--- src/rtl/fetch_stage.sv ---
// Instruction-fetch stage with a single-outstanding imem request, one-entry skid
// buffer for stalled returns, redirect/discard handling and the IF/ID register.
module fetch_stage #(
  parameter logic [31:0] RESET_PC = 32'h0000_0000
) (
  input  logic        clk,
  input  logic        rst_n,
  input  logic        stall_d,
  input  logic        flush_d,
  input  logic        redirect,
  input  logic [31:0] redirect_pc,
  output logic        imem_req,
  output logic [31:0] imem_addr,
  input  logic        imem_rvalid,
  input  logic [31:0] imem_rdata,
  output logic [31:0] instr_d,
  output logic [31:0] pc_d,
  output logic [31:0] pcplus4_d,
  output logic        valid_d,
  output logic [5:0]  op_d,
  output logic [5:0]  funct_d
);

  localparam logic [1:0] ISSUE = 2'd0;
  localparam logic [1:0] WAIT  = 2'd1;
  localparam logic [1:0] HOLD  = 2'd2;

  logic [1:0]  state;
  logic [31:0] pc_f;
  logic        discard;
  logic [31:0] skid_instr;
  logic [31:0] skid_pc;

  logic [31:0] redirect_tgt;
  logic        take_word;
  logic        load;
  logic [31:0] load_instr;
  logic [31:0] load_pc;

  assign redirect_tgt = {redirect_pc[31:2], 2'b00};

  // A word reaches IF/ID either straight from memory or from the skid buffer.
  always_comb begin
    take_word  = (state == WAIT) && imem_rvalid && !discard && !redirect;
    load       = !stall_d && (take_word || ((state == HOLD) && !redirect));
    load_instr = (state == HOLD) ? skid_instr : imem_rdata;
    load_pc    = (state == HOLD) ? skid_pc : pc_f;
  end

  assign imem_req  = rst_n && (state == ISSUE) && !redirect;
  assign imem_addr = pc_f;

  // Fetch FSM: redirect overrides everything and reaims pc_f.
  always_ff @(posedge clk or negedge rst_n) begin
    if (!rst_n) begin
      state      <= ISSUE;
      pc_f       <= RESET_PC;
      discard    <= 1'b0;
      skid_instr <= 32'h0;
      skid_pc    <= 32'h0;
    end else if (redirect) begin
      pc_f <= redirect_tgt;
      case (state)
        ISSUE: state <= ISSUE;
        WAIT: begin
          if (imem_rvalid) begin
            discard <= 1'b0;
            state   <= ISSUE;
          end else begin
            discard <= 1'b1;
          end
        end
        HOLD:    state <= ISSUE;
        default: state <= ISSUE;
      endcase
    end else begin
      case (state)
        ISSUE: state <= WAIT;
        WAIT: begin
          if (imem_rvalid) begin
            if (discard) begin
              discard <= 1'b0;
              state   <= ISSUE;
            end else if (stall_d) begin
              skid_instr <= imem_rdata;
              skid_pc    <= pc_f;
              state      <= HOLD;
            end else begin
              pc_f  <= pc_f + 32'd4;
              state <= ISSUE;
            end
          end
        end
        HOLD: begin
          if (!stall_d) begin
            pc_f  <= pc_f + 32'd4;
            state <= ISSUE;
          end
        end
        default: state <= ISSUE;
      endcase
    end
  end

  // IF/ID register: flush beats stall beats load; otherwise insert a bubble.
  always_ff @(posedge clk or negedge rst_n) begin
    if (!rst_n) begin
      instr_d   <= 32'h0;
      pc_d      <= 32'h0;
      pcplus4_d <= 32'h0;
      valid_d   <= 1'b0;
    end else if (flush_d) begin
      instr_d <= 32'h0;
      valid_d <= 1'b0;
    end else if (stall_d) begin
      instr_d <= instr_d;
      valid_d <= valid_d;
    end else if (load) begin
      instr_d   <= load_instr;
      pc_d      <= load_pc;
      pcplus4_d <= load_pc + 32'd4;
      valid_d   <= 1'b1;
    end else begin
      instr_d <= 32'h0;
      valid_d <= 1'b0;
    end
  end

  assign op_d    = instr_d[31:26];
  assign funct_d = instr_d[5:0];

endmodule

--- config.mk ---
export PLATFORM = sky130hd
export DESIGN_NAME = fetch_stage
export DESIGN_NICKNAME = d
export VERILOG_FILES = /design/src/rtl/fetch_stage.sv
export SDC_FILE = /design/constraint.sdc
export NUM_CORES = 1
export LEC_CHECK = 0
export BUFFER_PORTS_ARGS = -buffer_cell sky130_fd_sc_hd__buf_2
export CAP_MARGIN = 10
export CORE_UTILIZATION = 45
export DETAILED_ROUTE_END_ITERATION = 16
export PLACE_DENSITY = 0.72
export REMOVE_ABC_BUFFERS = 1
export SETUP_SLACK_MARGIN = 0.05
export SLEW_MARGIN = 30
export SYNTH_ARGS = -nofsm -noshare
export SYNTH_HDL_FRONTEND = slang
export SYNTH_SLANG_ARGS = --single-unit
--- constraint.sdc ---
create_clock -name clk -period 5.2 [get_ports clk]
set_clock_uncertainty 0.2 [all_clocks]
set_input_delay 0.26 -clock clk [delete_from_list [all_inputs] [get_ports clk]]
set_output_delay 0.26 -clock clk [all_outputs]
set_load 0.05 [all_outputs]
==> flow_metrics.env <==
export IMPL_synth_top_cell_area_share=0.515
export IMPL_fin_ws_ns=1.80
export IMPL_cts_tree="built"
export IMPL_drc=0
export IMPL_maxCapViolCount=0
export IMPL_antenna_found_initial=0
export IMPL_yosys_top_cells_area="dfrtp_1, nand2_1, mux2_2"
export IMPL_grt_pass1_vias=6890
export IMPL_ant_nets=0
export IMPL_hold_ws_ns=0.135
export IMPL_via_per_inst=5.13
export IMPL_dp_slack_ns=1.86
export IMPL_rsz0062_at_grt="no"
export IMPL_hpwlAfterDp_um=15400
export IMPL_crit_path_cell_trace="nor2b_4, buf_4, mux2i_1, nand4b_1, nor4_2, nand2b_1, nand3_1"
export IMPL_period_needed_ns=3.40
export IMPL_finalSetupViolCount=0
export IMPL_rows=51
export IMPL_finalWeightedCongestion=0.807
export IMPL_dieArea_um2=20900
export IMPL_die_width_um=144
export IMPL_yosys_warnings=0
export IMPL_clk_pin_slew_ns=0.07
export IMPL_worst_slew_pin_slew_ns=0.898
export IMPL_slew_headroom=0.401
export IMPL_hold_viol_final=0
export IMPL_grt_max_degree=99
export IMPL_start_kind="flop"
export IMPL_portBuffers=203
export IMPL_synthArstFlopShare=1.00
export IMPL_drt_iter0_drc=407
export IMPL_syn_instance_count=871
export IMPL_dp_cells=1284
export IMPL_clock_sinks=188
export IMPL_core_um2=19700
export IMPL_synth_seq_cells=188
export IMPL_nets=1176
export IMPL_max_vdd_ir_drop_v=0.000309
export IMPL_busiest_layer="met2"
export IMPL_grt_use_total=0.233
export IMPL_p_leak_nw=5.65
export IMPL_worstSetupEndpointType="flop"
export IMPL_cp_max_fo=20
export IMPL_cts_buffers=17
export IMPL_synth_seq_area_share=0.515
export IMPL_cts_root_buffer="clkbuf_16"
export IMPL_overflow=0
export IMPL_slew_viol_final=0
export IMPL_cpMaxStageDelayCell="nor2b_4"
export IMPL_drive_above_1_share=0.298
export IMPL_htreeDepth=4
export IMPL_diodes=0
export IMPL_yosysTopAreaCell="dfrtp_1"
export IMPL_worstPathRequired_ns=5.32
export IMPL_start_util=0.465
export IMPL_slowest_delay_ns=0.72
export IMPL_worst_skew_pair_late_latency_ns=0.44
export IMPL_ys_types=61
export IMPL_die_h_um=144
export IMPL_cp_arrival_ns=3.52
export IMPL_fmax_mhz=294
export IMPL_syn_to_final_growth_pct=25.4
export IMPL_syn_area_um2=9130
export IMPL_wl_per_cell_um=16.8
export IMPL_synth_avg_cell_area_um2=10.5
export IMPL_stdcell_count=1382
export IMPL_drt_pass1_iterations=4
export IMPL_grt_pass1_wl_um=36800
export IMPL_final_area_um2=11500
export IMPL_yosys_most_used_dff="dfrtp_1"
export IMPL_hp_class="primary input to async pin"
export IMPL_status="completed"
export IMPL_wirelength_um=23200
export IMPL_post_cts_setup_buffer_count=0
export IMPL_synth_edf_count=0
export IMPL_vias=7086
export IMPL_io_pins=212
export IMPL_fillCellCount=1705
export IMPL_layout_common_cells="buf_2, nand2_1, dfrtp_1, o21ai_0, dlygate4sd3_1"
export IMPL_use_met1=0.314
export IMPL_place_area_um2=10200
export IMPL_use_met2=0.378
export IMPL_min_period_over_period=0.654
export IMPL_grt_util_met3=0.0444
export IMPL_powerDensity_nw_per_um2=484
export IMPL_layout_commonest_cell="buf_2"
export IMPL_criticalPathCategory="flop to flop"
export IMPL_cts_buffer_depth=2
export IMPL_tns_ns=0
area by class of cell:
cell class / count / area, um2 / area share
clock buffers: 18 / 439 / 0.0383
clock inverters: 14 / 133 / 0.0116
inverters: 3 / 11.3 / 0.000983
multi-input cells: 617 / 4070 / 0.355
flip-flops and latches: 188 / 4700 / 0.411
well taps: 265 / 332 / 0.0289
repair buffers: 277 / 1770 / 0.154
cell usage after synthesis, types with 2 or more instances:
cell type and count:
o31ai_1 3, buf_2 16, nand2_1 192, buf_4 22
nand4b_1 4, xnor2_1 21, a21oi_1 6, xor2_1 28
or3_1 2, nor2b_1 4, inv_1 3, mux2i_2 3
a31oi_1 3, mux2_2 63, nor4_2 4, nand4_1 11
nand2b_1 4, nor2_1 17, nor3_2 2, nor4_1 4
a21o_1 2, dfrtp_1 188, and4_1 2, mux2i_1 63
clkbuf_1 27, nand3_1 18, a211oi_1 2, and3_1 7
buf_6 2, nor3b_1 4, nor3_1 10, o21ai_0 98
ha_1 2, o21ai_1 7
critical path, delay by kind of cell (launching register included):
kind | cells | cell delay (ns)
DFF | 1 | 0.49
muxes | 1 | 0.32
buffers and inverters | 1 | 0.43
and+or+nand+nor | 5 | 1.84
power breakdown:
part	internal, W	total [W]	switching [W]	leakage [nW]
logic	0.000590	0.00200	0.00141	2.98
clock network	0.000682	0.00128	0.000599	0.275
registers	0.00196	0.00227	0.000315	2.40
cell families after synthesis:
logic type / after synthesis / synth area share
AO/OA/AOI/OAI: 128 / 0.0756
XOR/XNOR: 49 / 0.0470
adder cells (fa/ha/maj): 2 / 0.00274
buffers and inverters: 71 / 0.0438
flip-flops: 188 / 0.515
multiplexers: 131 / 0.155
other: 1 / 0.000411
AND/OR/NAND/NOR: 301 / 0.160
metrics by stage:
stage	total power, W	util
floorplan	0.00372	-
global placement	0.00421	0.519
detailed placement	0.00426	0.519
CTS	0.00558	0.581
global route	0.00585	0.583
finish	0.00555	0.583
registers in the layout, indices dropped and copies added (netlist names):
register    cells
instr_d        32
skid_instr     32
skid_pc        30
state           2
pcplus4_d      30
imem_addr      30
valid_d         1
discard         1
pc_d           30
final timing paths:
kind	startpoint	to	slack, ns	cells after the start
worst max-delay path	state[1]	pcplus4_d[29]	1.80	7
worst min-delay path	rst_n	skid_pc[20]	0.14	2
worst max register to register	state[1]	pcplus4_d[29]	1.80	7
worst min register to register	valid_d	valid_d	0.27	2
max in group asynchronous	rst_n	pc_d[19]	3.64	4
min in group clk	redirect	imem_addr[3]	0.14	3
layer usage:
| layer | share of wire | routed length, um |
|---|---|---|
| met5 | 0 | 0 |
| met4 | 0.016 | 379 |
| met3 | 0.041 | 953 |
| met2 | 0.49 | 11300 |
| met1 | 0.45 | 10600 |
what timing repair did:
| action | CTS | global route |
|---|---|---|
| hold buffers | 65 | 0 |
| hold endpoints to repair | 148 | 0 |
| gates resized for setup | 0 | 0 |
No activity file was read; power rests on OpenSTA's default activity.
